File: config.mk
export PLATFORM = sky130hd
export DESIGN_NAME = rotary_decoder
export DESIGN_NICKNAME = d
export VERILOG_FILES = /design/src/rtl/rotary_decoder.sv
export SDC_FILE = /design/constraint.sdc
export NUM_CORES = 1
export LEC_CHECK = 0
export BUFFER_PORTS_ARGS = -buffer_cell sky130_fd_sc_hd__clkbuf_2
export CAP_MARGIN = 10
export CORE_ASPECT_RATIO = 0.6
export CORE_MARGIN = 5
export CORE_UTILIZATION = 44
export CTS_CLUSTER_SIZE = 25
export DETAILED_ROUTE_END_ITERATION = 8
export SLEW_MARGIN = 25
export SYNTH_ARGS = -nofsm -noshare
export SYNTH_HDL_FRONTEND = slang
export SYNTH_SLANG_ARGS = --single-unit
File: constraint.sdc
create_clock -name clk -period 6.12 [get_ports clk]
set_clock_uncertainty 0.05 [all_clocks]
set_input_delay 0.918 -clock clk [delete_from_list [all_inputs] [get_ports clk]]
set_output_delay 0.918 -clock clk [all_outputs]
set_load 0.03 [all_outputs]
File: src/rtl/rotary_decoder.sv
// Quadrature decoder for a debounced rotary encoder: Gray-code A/B tracking,
// sub-detent accumulation, position counting and push-button edge detection.
module rotary_decoder #(
    parameter int CNT_W            = 8,
    parameter int CNT_MAX          = 255,
    parameter int EDGES_PER_DETENT = 4,
    parameter int WRAP             = 1
) (
    input  logic             clk,
    input  logic             reset,
    input  logic             rotAreg,
    input  logic             rotBreg,
    input  logic             rotCTRreg,
    input  logic             en,
    input  logic             clr,
    output logic [CNT_W-1:0] position,
    output logic             step,
    output logic             dir,
    output logic             press,
    output logic             err
);

    localparam logic [CNT_W-1:0]  POS_MAX = CNT_W'(CNT_MAX);
    localparam logic signed [3:0] Q_MAX   = 4'(EDGES_PER_DETENT - 1);
    localparam logic signed [3:0] Q_MIN   = -Q_MAX;

    logic [1:0]        cur_ab;
    logic [1:0]        prev_ab;
    logic              loaded;
    logic              valid;
    logic              pressed_d;
    logic signed [3:0] q;

    logic              fwd;
    logic              rev;
    logic              illegal;
    logic [1:0]        delta;
    logic [CNT_W-1:0]  pos_inc;
    logic [CNT_W-1:0]  pos_dec;

    logic signed [3:0] q_next;
    logic [CNT_W-1:0]  position_next;
    logic              step_next;
    logic              dir_next;

    // Map the Gray code onto a 0..3 phase so a transition is a modular difference.
    function automatic logic [1:0] phase(input logic [1:0] ab);
        case (ab)
            2'b00:   phase = 2'd0;
            2'b01:   phase = 2'd1;
            2'b11:   phase = 2'd2;
            default: phase = 2'd3;
        endcase
    endfunction

    always_comb begin
        delta   = phase(cur_ab) - phase(prev_ab);
        fwd     = valid && (delta == 2'd1);
        rev     = valid && (delta == 2'd3);
        illegal = valid && (delta == 2'd2);
    end

    always_comb begin
        pos_inc = position + 1'b1;
        if (position >= POS_MAX) begin
            pos_inc = (WRAP != 0) ? '0 : POS_MAX;
        end
        pos_dec = position - 1'b1;
        if (position == '0) begin
            pos_dec = (WRAP != 0) ? POS_MAX : '0;
        end
    end

    always_comb begin
        q_next        = q;
        position_next = position;
        step_next     = 1'b0;
        dir_next      = dir;
        if (en) begin
            if (illegal) begin
                q_next = '0;
            end else if (fwd) begin
                if (q == Q_MAX) begin
                    q_next        = '0;
                    step_next     = 1'b1;
                    dir_next      = 1'b1;
                    position_next = pos_inc;
                end else begin
                    q_next = q + 4'sd1;
                end
            end else if (rev) begin
                if (q == Q_MIN) begin
                    q_next        = '0;
                    step_next     = 1'b1;
                    dir_next      = 1'b0;
                    position_next = pos_dec;
                end else begin
                    q_next = q - 4'sd1;
                end
            end
        end
        // Clear wins over a detent completing on the same edge; direction is kept.
        if (clr) begin
            q_next        = '0;
            position_next = '0;
            step_next     = 1'b0;
        end
    end

    always_ff @(posedge clk or posedge reset) begin
        if (reset) begin
            cur_ab    <= 2'b00;
            prev_ab   <= 2'b00;
            loaded    <= 1'b0;
            valid     <= 1'b0;
            pressed_d <= 1'b0;
            q         <= '0;
            position  <= '0;
            step      <= 1'b0;
            dir       <= 1'b0;
            press     <= 1'b0;
            err       <= 1'b0;
        end else begin
            cur_ab    <= {rotAreg, rotBreg};
            prev_ab   <= cur_ab;
            loaded    <= 1'b1;
            valid     <= loaded;
            pressed_d <= rotCTRreg;
            q         <= q_next;
            position  <= position_next;
            step      <= step_next;
            dir       <= dir_next;
            press     <= rotCTRreg & ~pressed_d;
            err       <= illegal;
        end
    end

endmodule

==> Word level (Yosys, flattened, before mapping) <==
Index checks and enable logic that the tools add are counted.
{ "word_totals": {"ff_bits": 23, "inputBits": 7, "out_inout_bits": 12, "elab_cells": 76} }
{ "classes": {"add_sub_neg": 5, "magnitude_cmp": 1, "n_eq_ne": 12, "n_mux": 29, "n_bitwise": 3, "reduce_logical": 15} }
{ "op_table": {"columns": ["operator", "n"], "rows": [
  ["8-bit two-way mux", 9],
  ["4-bit two-way mux", 7],
  ["2-bit case mux with 3 select lines", 2],
  ["1-bit two-way mux", 11],
  ["5-bit AND reduction", 2],
  ["8-bit by 1-bit adder with 8-bit output (second input constant)", 1],
  ["2-bit == test (second input constant)", 4],
  ["4-bit by 3-bit == test with 1-bit output (second input constant)", 2],
  ["8-bit greater-or-equal comparator (second input constant)", 1],
  ["8-bit zero test", 1],
  ["8-bit by 1-bit subtractor with 8-bit output (second input constant)", 1],
  ["2-bit by 1-bit == test with 1-bit output (second input constant)", 3],
  ["2-bit nonzero test", 3],
  ["3-bit nonzero test", 2],
  ["4-bit by 2-bit adder with 4-bit output (second input constant)", 1],
  ["2-bit zero test", 2],
  ["4-bit nonzero test", 1],
  ["4-bit by 2-bit subtractor with 4-bit output (second input constant)", 1],
  ["1-bit logical AND", 3],
  ["3-bit by 2-bit inequality test with 1-bit output (second input constant)", 1],
  ["2-bit by 1-bit inequality test with 1-bit output (second input constant)", 1],
  ["2-bit inequality test (second input constant)", 1],
  ["1-bit inverter", 2],
  ["2-bit AND reduction", 1],
  ["other kinds (2)", 2]
]} }

==> Longest topological paths before layout <==
Gate-level depths: netlist of run 1.
{ "depth": {"depth_word": 10, "ltp_mapped": 10, "ltp_nobuf": 10} }

==> Least setup slack after synthesis of run 1 <==
OpenSTA, ideal clock, no wires.
{ "synth_timing": {"kind": "flip-flop to flip-flop", "from": "register cur_ab[0]", "to": "register position[6]", "setup_ns": 0.126, "arrival_ns": 2.057, "required_ns": 5.944, "path_slack_ns": 3.887, "stages_incl_launch_ff": 8, "path_buffers": 0, "period_less_slack_ns": 2.233, "path_cell_list": "dfrtp_1 inv_1 ha_1 ha_1 xor3_2 mux2i_4 nand2_1 o311a_1"} }
{ "synth_between": {"elab_chain_len": 9, "word_cells_on_any_way": 20, "cone_classes": "add/sub: 1; eq/ne: 7; mux: 5; reduce/logical: 7"} }
{ "synth_rtl": {"columns": ["element", "line_no", "rtl"], "rows": [
  ["start, declared", "27", "logic [1:0] cur_ab;"],
  ["start signal, assigned", "124", "cur_ab <= {rotAreg, rotBreg};"],
  ["2-bit == test (tied with other cells)", "48", "case (ab)"],
  ["2-bit case mux with 3 select lines (*)", "48", null],
  ["2-bit subtractor (*)", "57", "delta = phase(cur_ab) - phase(prev_ab);"],
  ["2-bit by 1-bit == test with 1-bit output", "58", "fwd = valid && (delta == 2'd1);"],
  ["1-bit logical AND", "58", null],
  ["8-bit two-way mux", "82", "end else if (fwd) begin"],
  ["8-bit two-way mux", "80", "if (illegal) begin"],
  ["8-bit two-way mux", "79", "if (en) begin"],
  ["8-bit two-way mux", "103", "if (clr) begin"],
  ["end signal, assigned", "130", "position <= position_next;"],
  ["end, declared", "16", "output logic [CNT_W-1:0] position,"]
]} }
Mark *: on every way between the ends. The rest lies on a longest branch, timed or not. The select of a mux whose other input is x is not followed.
A chain may end at the register's enable or synchronous reset.

==> Final worst setup path of run 1 <==
{ "layout_timing": {"from": "register cur_ab[0]", "to": "register position[7]"} }
Same word-level chain as after synthesis.

==> impl_metrics.csv, run 1 <==
group,metric,value,unit
global_route,grt_first_pass_wirelength,6.672,mm
critical_path,reg2reg_from,"cur_ab[0]",
layout,final_area,1762,um^2
synth,ys_ff_latch,23,
clock_tree,hold_buffers,0,
critical_path,start_kind,"register",
floorplanning,fp.dieH,56.83,um
clock_tree,cts.htree.levels,1,
sta,tightestPinTransition,0.8939,ns
layout,diodes,0,
clock_tree,cts_buffers,3,
synth,ys.flop_type,"dfrtp_1",
clock_tree,clock-sinks,23,
drt,detail_route.wl_per_cell,17.31,um
synth,ys_top_cells_by_area,"dfrtp_1 (36%), ha_1 (8.6%), inv_1 (3.3%)",
synth,yosysTopAreaCell,"dfrtp_1",
sta,hold_violations,0,
clock_tree,postCtsSetupRepairBufs,0,
global_route,grt_max_degree,24,
critical_path,crit_path_end_kind,"register",
floorplanning,initial_core_util,0.4473,
clock_tree,cts.repair.resized,0,
synth,netlist_area,1608,um^2
layout,drive_gt1_frac,0.1658,
floorplanning,core_area,3595,um^2
global_route,grt_pass1_vias,1320,
drt,avgViaCountPerCell,6.201,
synth,syn-num-nets,191,
synth,synthDistinctLibCells,50,
power_and_ir_drop,irDropWorstVdd,0.0001182,V
placed_design,gp_congestion,0.9444,
synth,yosys-top-cells-count,"dfrtp_1 (23), inv_1 (14), nand2_1 (13)",
placed_design,hpwl,2.970,mm
power_and_ir_drop,switching_share,0.3647,
sta,finalSetupViolCount,0,
worst_hold_path,hold_path_class,"reg -> reg",
clock_tree,clkLatencyLatePin,0.27,ns
drt,dr.first_iter.drc_count,187,
synth,ys_warn_count,0,
layout,nets,206,
placed_design,place_area,1715,um^2
global_route,grt_overflow,0,
clock_tree,clock_tree.root_cell,"clkbuf_8",
drt,antenna_left,0,
synth,synthCells,173,
sta,maxSlewViolCount,0,
sta,rsz0062_at_grt,"false",
run,drv_cap,0,
drt,vias,1451,
floorplanning,die_w,88.04,um
critical_path,ff2ff_path_depth,9,
synth,async_flop_share,1.000,
placed_design,portBuffers,18,
synth,synth_area_per_cell,9.294,um^2
sta,slew-limit-headroom,0.4034,
global_route,antenna_found_initial,0,
power_and_ir_drop,power.density,228.0,nW/um^2
critical_path,path_max_fanout,12,
global_route,grt_util_all_layers,0.1729,
synth,yosysMostFrequentCell,"dfrtp_1",
power_and_ir_drop,p_seq_frac,0.440,
layout,area_growth,9.572,%
status,outcome,"completed",
power_and_ir_drop,intPower,255.2,uW
critical_path,startpoint,"cur_ab[0]",
floorplanning,die-area,5003,um^2
floorplanning,row_count,17,
clock_tree,cts_buffer_depth,2,
sta,max_freq,0.3321,GHz
synth,seq_area_frac_synth,0.3580,
clock_tree,cts_tree,"yes",
power_and_ir_drop,power.switching,146.5,uW
synth,synth_edf_count,0,
drt,wl,4.051,mm
power_and_ir_drop,finalPower,401.7,uW
sta,post-route-min-period,3.011,ns
sta,min_period_over_period,0.4920,
floorplanning,io_pins,19,
critical_path,path_class,"reg -> reg",
layout,fill_cells,336,
power_and_ir_drop,leakagePower,0.0007970,uW
sta,setup-tns-final,0,ns
power_and_ir_drop,p_clk_frac,0.243,
critical_path,cp.required,6.28,ns
clock_tree,clk_pin_slew,0.08,ns
synth,yosysTopAreaCellShare,0.3580,
drt,firstDrtPassIters,5,
worst_hold_path,hold_start,"loaded",
critical_path,crit_arrival,3.17,ns
worst_hold_path,whs_path_depth,0,
drt,drc,0,
power_and_ir_drop,p_comb_frac,0.317,
## logic make-up (layout without fill, tap and decap cells)
kind of cell	Yosys count	count (layout)	share of synthesized area
AND/OR/NAND/NOR	57	57	0.1945
flip-flops	23	23	0.3580
adder cells (fa/ha/maj)	11	11	0.08560
AO/OA/AOI/OAI	50	50	0.2241
buffers and inverters	22	36	0.05836
XOR/XNOR	7	7	0.05681
other	1	1	0.002332
multiplexers	2	2	0.02023
## final timing paths
path                       slack [ns]     endpoint
setup / recovery                 3.11  position[7]
setup reg to reg                 3.11  position[7]
max in group asynchronous        4.72         q[0]
min in group asynchronous        0.76  position[6]
hold / removal                   0.32        valid
hold reg to reg                  0.32        valid
## power by group through the flow
stage | logic (uW) | clock network [uW] | registers (uW)
2_1_floorplan | 94.1 | 0 | 180
3_3_place_gp | 124 | 0 | 178
3_5_place_dp | 125 | 0 | 179
4_1_cts | 126 | 100 | 176
5_1_grt | 140 | 106 | 179
6_report | 127 | 97.7 | 177
## layout by cell type (no fill, tap or decap), types with 2 or more instances in the layout
master and count:
nor2b_1 4, nand2_1 13, xnor2_1 3, a21o_1 2
a22o_1 3, clkbuf_8 3, and2_1 3, nor3b_1 2
dfrtp_1 23, o21ai_0 10, a31oi_1 3, nand2b_1 2
nand4_1 4, nor2_1 5, clkbuf_2 18, xor2_1 2
nand3_1 9, o211ai_1 3, nor2_2 2, a311oi_1 3
a32o_1 2, inv_1 14, o31ai_1 2, ha_1 11
nor3_1 3, and3_1 4, o2bb2ai_1 4, a21oi_1 8
## layout make-up
type	instances	area [um^2]	share of cell area
multi-input cells	128	938.4	0.5327
flip-flops and latches	23	575.6	0.3267
repair buffers	18	90.09	0.05114
well taps	47	58.81	0.03338
inverters	14	52.55	0.02983
clock buffers	3	41.29	0.02344
clock inverters	1	5.005	0.002841
## worst max-delay path, cell delays in order, from the launching register on
cell and delay (ns):
dfrtp_1 0.38, inv_1 0.05, ha_1 0.30, ha_1 0.35
nor2b_1 0.61, nand2_1 0.22, nor2_1 0.47, o21ai_2 0.17
inv_1 0.17, a32o_2 0.18
## stage by stage
stage	utilization	hold WS, ns	std cells	setup WS (ns)
4_1_cts	0.4901	0.3176	234	3.140
2_1_floorplan	-	0.2812	173	3.887
5_1_grt	0.4901	0.3195	234	2.861
6_report	0.4901	0.3163	234	3.109
3_5_place_dp	0.4772	0.2977	230	3.196
3_3_place_gp	0.4772	0.2856	230	3.366
## routing by layer
metal  share of wire  global-route usage  wire, um
met5               0                   0         0
met4           0.019             0.04741        77
met3            0.11             0.05279       447
met2            0.42              0.2339      1719
met1            0.45              0.2617      1807
## state kept, by name (all words and copies together), names as in the netlist
signal     cells
pressed_d      1
q              4
prev_ab        2
cur_ab         2
dir            1
err            1
press          1
valid          1
step           1
loaded         1
position       8
Note: power is estimated with default switching activity, not from simulation.
==> run 2, diff against run 1 <==
- ABC_AREA: unset -> 1
- clock period: 6.12 -> 2.9 ns (I/O delays scaled with it)
==> impl_metrics.csv, run 2 <==
group,metric,value,unit
layout,fin_cells,287,
sta,setup-tns-final,0,ns
clock_tree,clk_pin_slew,0.08,ns
synth,synthDistinctLibCells,26,
clock_tree,clkLatencyLatePin,0.27,ns
critical_path,cp.required,3.00,ns
power_and_ir_drop,intPower,552.9,uW
floorplanning,row_count,17,
placed_design,post-place-ws,0.7784,ns
critical_path,slowest_stage,"dfrtp_1",
critical_path,crit_arrival,2.24,ns
placed_design,gp_congestion,0.8187,
drt,detail_route.wl_per_cell,12.16,um
synth,yosys-top-cells-count,"nand2_1 (56), inv_1 (32), nand3_1 (28)",
floorplanning,initial_core_util,0.4580,
layout,largest_register_ffs,8,
sta,worst_slack,0.7595,ns
clock_tree,postCtsSetupRepairBufs,0,
synth,netlist_area,1685,um^2
sta,maxSlewViolCount,0,
sta,max_freq,0.4672,GHz
global_route,grt_pass1_vias,1174,
sta,finalSetupViolCount,0,
clock_tree,clock_tree.root_cell,"clkbuf_8",
synth,yosysMostFrequentCell,"nand2_1",
placed_design,place_inst,283,
sta,rsz0062_at_grt,"false",
synth,ys.flop_type,"dfrtp_1",
floorplanning,fp.dieH,57.94,um
power_and_ir_drop,switching_share,0.3866,
synth,synth_edf_count,0,
layout,area_growth,7.795,%
placed_design,hpwl,2.711,mm
layout,fill_cells,375,
layout,regMostFlops,"position",
global_route,grt_overflow,0,
power_and_ir_drop,p_comb_frac,0.351,
synth,syn-num-nets,243,
drt,drc,0,
synth,ys_ff_latch,23,
synth,seq_area_frac_synth,0.3415,
synth,yosysTopAreaCell,"dfrtp_1",
status,outcome,"completed",
critical_path,path_class,"reg -> reg",
critical_path,crit_chain,"inv_1, ha_1, ha_1, nor2_2, nand2_2, inv_1, nand3_2, nand2_1, o21ai_2",
synth,yosysTopAreaCellShare,0.3415,
synth,ys_top_cells_by_area,"dfrtp_1 (34%), nand2_1 (12%), nand3_1 (8.3%)",
power_and_ir_drop,power.switching,348.5,uW
sta,tightestPinTransition,0.8241,ns
sta,hold_violations,0,
drt,avgViaCountPerCell,4.906,
synth,synth_area_per_cell,7.491,um^2
clock_tree,cts_buffers,3,
clock_tree,hold_buffers,0,
clock_tree,cts.repair.resized,0,
power_and_ir_drop,power.density,496.2,nW/um^2
floorplanning,die_w,89.90,um
layout,final_common_cell,"nand2_1",
power_and_ir_drop,leakagePower,0.001023,uW
power_and_ir_drop,irDropWorstVdd,0.0002364,V
drt,antenna_left,0,
global_route,grt_max_degree,24,
global_route,grt_util_all_layers,0.1406,
global_route,antenna_found_initial,0,
synth,ys_warn_count,0,
floorplanning,core_area,3680,um^2
sta,min_period_over_period,0.7381,
critical_path,path_max_fanout,11,
drt,wl,3.490,mm
floorplanning,die-area,5209,um^2
layout,nets,259,
sta,hold_ws,0.1517,ns
synth,synthCells,225,
critical_path,cp_slowest_stage_delay,0.37,ns
placed_design,portBuffers,18,
drt,vias,1408,
layout,drive_gt1_frac,0.1667,
drt,dr.first_iter.drc_count,110,
global_route,grt_first_pass_wirelength,5.940,mm
floorplanning,io_pins,19,
layout,layout_common_cells,"nand2_1 (56), inv_1 (31), nand3_1 (28)",
drt,firstDrtPassIters,4,
synth,async_flop_share,1.000,
layout,largestRegisters,"position x8, q x4",
power_and_ir_drop,p_clk_frac,0.222,
clock_tree,cts_tree,"yes",
clock_tree,cts_buffer_depth,2,
critical_path,crit_path_end_kind,"register",
layout,diodes,0,
critical_path,start_kind,"register",
worst_hold_path,hold_path_class,"in -> async",
sta,slew-limit-headroom,0.4472,
run,drv_cap,0,
clock_tree,cts.htree.levels,1,
clock_tree,clock-sinks,23,
sta,post-route-min-period,2.140,ns
power_and_ir_drop,p_seq_frac,0.427,
==> run 2: final cells by class <==
class,count,area (um^2),area share
multi-input combinational,161,919.6,0.5062
sequential,23,575.6,0.3168
timing repair buffer,18,90.09,0.04959
inverter,34,127.6,0.07025
clock buffer,4,45.04,0.02479
tap,47,58.81,0.03237
==> run 2: stage by stage <==
step / cell area, um^2 / utilization / power, uW
floorplan: 1685 / - / 646.3
global placement: 1772 / 0.4815 / 707.8
detailed placement: 1772 / 0.4815 / 708.5
CTS: 1817 / 0.4937 / 909.4
global route: 1817 / 0.4937 / 970.8
finish: 1817 / 0.4937 / 901.4
==> run 2: cell families after synthesis <==
group	after synthesis	synth area share
AOI/OAI and AO/OA	13	0.04305
adders and majority gates	11	0.08166
xor gates and xnor gates	10	0.05196
and+or+nand+nor	126	0.3667
DFF	23	0.3415
buffers and inverters	41	0.1128
other	1	0.002225
==> run 2: path summary, 6_finish.rpt <==
| check | cells after the start | startpoint | slack [ns] | end |
|---|---|---|---|---|
| max in group asynchronous | 2 | reset | 2.26 | cur_ab[1] |
| worst max register to register | 9 | cur_ab[0] | 0.76 | dir |
| min in group clk | 1 | rotAreg | 0.22 | cur_ab[1] |
| worst min-delay path | 2 | reset | 0.15 | valid |
| worst max-delay path | 9 | cur_ab[0] | 0.76 | dir |
| worst min register to register | 0 | loaded | 0.30 | valid |
==> run 2: worst max-delay path, delay by kind of cell (launching register included) <==
kind            cells  cell delay (ns)
flops               1             0.37
buf+inv             2             0.15
simple gates        4             0.78
fa+ha+maj           2             0.61
compound gates      1             0.06
==> run 2: power by group through the flow <==
stage	sequential, uW	clock, uW	combinational (uW)
2_1_floorplan	409	0	237
3_3_place_gp	391	0	317
3_5_place_dp	391	0	318
4_1_cts	385	207	318
5_1_grt	392	221	357
6_report	385	200	316
==> run 2: per-layer routing <==
layer	up-vias	GRT usage	wire (um)
met5	-	0	0
met4	0	0.01911	10
met3	2	0.03761	189
met2	28	0.1771	1257
met1	638	0.2331	2033
li1	740	-	-
==> run 3, diff against run 2 <==
- PLACE_DENSITY: unset -> 0.65
- clock period: 2.9 -> 1.8 ns (I/O delays scaled with it)
==> impl_metrics.csv, run 3 (synthesized netlist as in run 2, its figures left out) <==
group,metric,value,unit
power_and_ir_drop,intPower,969.7,uW
global_route,grt_first_pass_wirelength,6.734,mm
power_and_ir_drop,leakagePower,0.001148,uW
drt,avgViaCountPerCell,5.068,
floorplanning,die-area,5209,um^2
global_route,grt_util_all_layers,0.1589,
floorplanning,initial_core_util,0.4580,
floorplanning,die_w,89.90,um
critical_path,crit_path_end_kind,"register",
power_and_ir_drop,power.density,764.9,nW/um^2
power_and_ir_drop,switching_share,0.3969,
layout,largestRegisters,"position x8, q x4",
critical_path,cp.required,1.91,ns
sta,worst_slack,-0.1124,ns
drt,detail_route.wl_per_cell,12.92,um
layout,largest_register_ffs,8,
sta,rsz0062_at_grt,"true",
sta,finalSetupViolCount,14,
sta,min_period_over_period,1.062,
clock_tree,cts_buffer_depth,2,
placed_design,gp_congestion,0.8231,
global_route,grt_overflow,0,
clock_tree,clock_tree.root_cell,"clkbuf_8",
power_and_ir_drop,p_clk_frac,0.208,
placed_design,portBuffers,18,
critical_path,path_max_fanout,4,
run,drv_cap,0,
floorplanning,core_area,3680,um^2
sta,hold_violations,0,
global_route,grtUsageMet1,0.2454,
drt,drc,0,
floorplanning,io_pins,19,
clock_tree,clkLatencyLatePin,0.27,ns
drt,wl,3.966,mm
power_and_ir_drop,p_comb_frac,0.412,
drt,vias,1556,
power_and_ir_drop,irDropWorstVdd,0.0003932,V
drt,firstDrtPassIters,4,
placed_design,hpwl,2.843,mm
global_route,grt_max_degree,24,
clock_tree,clk_pin_slew,0.09,ns
layout,area_growth,24.72,%
global_route,globalRouteMet3Util,0.04150,
status,violations,"setup timing",
layout,drive_gt1_frac,0.2885,
layout,fill_cells,360,
layout,regMostFlops,"position",
layout,nets,279,
power_and_ir_drop,power.switching,638.1,uW
sta,setup-tns-final,-1.022,ns
clock_tree,cts_tree,"yes",
floorplanning,row_count,17,
critical_path,path_class,"reg -> reg",
clock_tree,cts_buffers,3,
layout,diodes,0,
global_route,grt_pass1_vias,1365,
critical_path,start_kind,"register",
drt,antenna_left,0,
worst_hold_path,hold_path_class,"in -> reg",
power_and_ir_drop,p_seq_frac,0.380,
layout,final_common_cell,"nand2_1",
global_route,top_usage_layer,"met1",
sta,post-route-min-period,1.912,ns
drt,dr.first_iter.drc_count,123,
critical_path,crit_arrival,2.03,ns
sta,maxSlewViolCount,0,
floorplanning,fp.dieH,57.94,um
global_route,antenna_found_initial,0,
clock_tree,cts.htree.levels,1,
clock_tree,clock-sinks,23,
power_and_ir_drop,finalPower,1608,uW
sta,max_freq,0.5229,GHz
layout,layout_common_cells,"nand2_1 (47), inv_1 (29), nand3_1 (27)",
global_route,grt_use_met2,0.2219,
status,outcome,"complete, but fails checks",
[run 3: cell types whose count changed in the layout (fill, tap and decap cells not counted), moves of 3 or more]
cell	previous run	this run
nand2_2	6	10
nand3_4	1	4
nand2_4	0	5
buf_4	0	14
buf_6	0	3
inv_2	2	5
nand2_1	56	47
[run 3: power by group through the flow]
stage	combinational [uW]	sequential, uW	clock (uW)
detailed placement	584	620	0
floorplan	394	659	0
global route	735	621	363
global placement	577	619	0
finish	663	612	334
CTS	638	610	343
[run 3: critical path: stages, from the launching register on]
cell     delay [ns]
dfrtp_1        0.39
ha_1           0.29
inv_2          0.04
ha_4           0.15
inv_2          0.06
nand2_4        0.06
nand2_2        0.08
nand2_4        0.07
nand2_4        0.09
buf_6          0.10
nand4_1        0.20
nand4_1        0.14
nand2_1        0.06
[run 3: timing repair]
item / in CTS / in global routing
setup endpoints to repair: 13 / 14
pin swaps: 12 / 5
hold buffers: 1 / 0
resized for setup: 19 / 8
endpoints found under the hold margin: 23 / 0
cloned: 1 / 0
setup buffers: 1 / 2
[run 3: worst paths after layout]
check / cells past startpoint / endpoint / startpoint / slack [ns]
hold / removal: 1 / cur_ab[1] / rotAreg / 0.04
min in group asynchronous: 4 / q[2] / reset / 0.51
hold reg to reg: 0 / valid / loaded / 0.30
max in group asynchronous: 4 / position[6] / reset / 0.96
setup reg to reg: 12 / q[3] / prev_ab[1] / -0.11
setup / recovery: 12 / q[3] / prev_ab[1] / -0.11
[run 3: final cells by class]
type	count	area, um^2	share of cell area
sequential	23	575.6	0.2738
clock inverter	1	5.005	0.002381
inverter	34	127.6	0.06071
timing repair buffer	37	259.0	0.1232
multi-input combinational	162	1035	0.4923
tap	47	58.81	0.02798
clock buffer	3	41.29	0.01964
[run 3: through the flow]
stage / hold slack (ns) / worst slack, ns / instance area, um^2 / util / instances
3_3_place_gp: 0.2540 / -0.1026 / 1914 / 0.5202 / 298
4_1_cts: 0.04242 / -0.08173 / 2067 / 0.5617 / 305
5_1_grt: 0.03544 / -0.1913 / 2102 / 0.5712 / 307
2_1_floorplan: 0.2219 / 0.01518 / 1703 / - / 225
6_report: 0.04477 / -0.1124 / 2102 / 0.5712 / 307
3_5_place_dp: 0.2572 / -0.1445 / 1914 / 0.5202 / 298
[run 3: metal layers]
layer,share of wire,vias to the layer above
met2,0.39,56
li1,-,781
met3,0.10,2
met1,0.51,717
met4,0.0030,0
met5,0,-
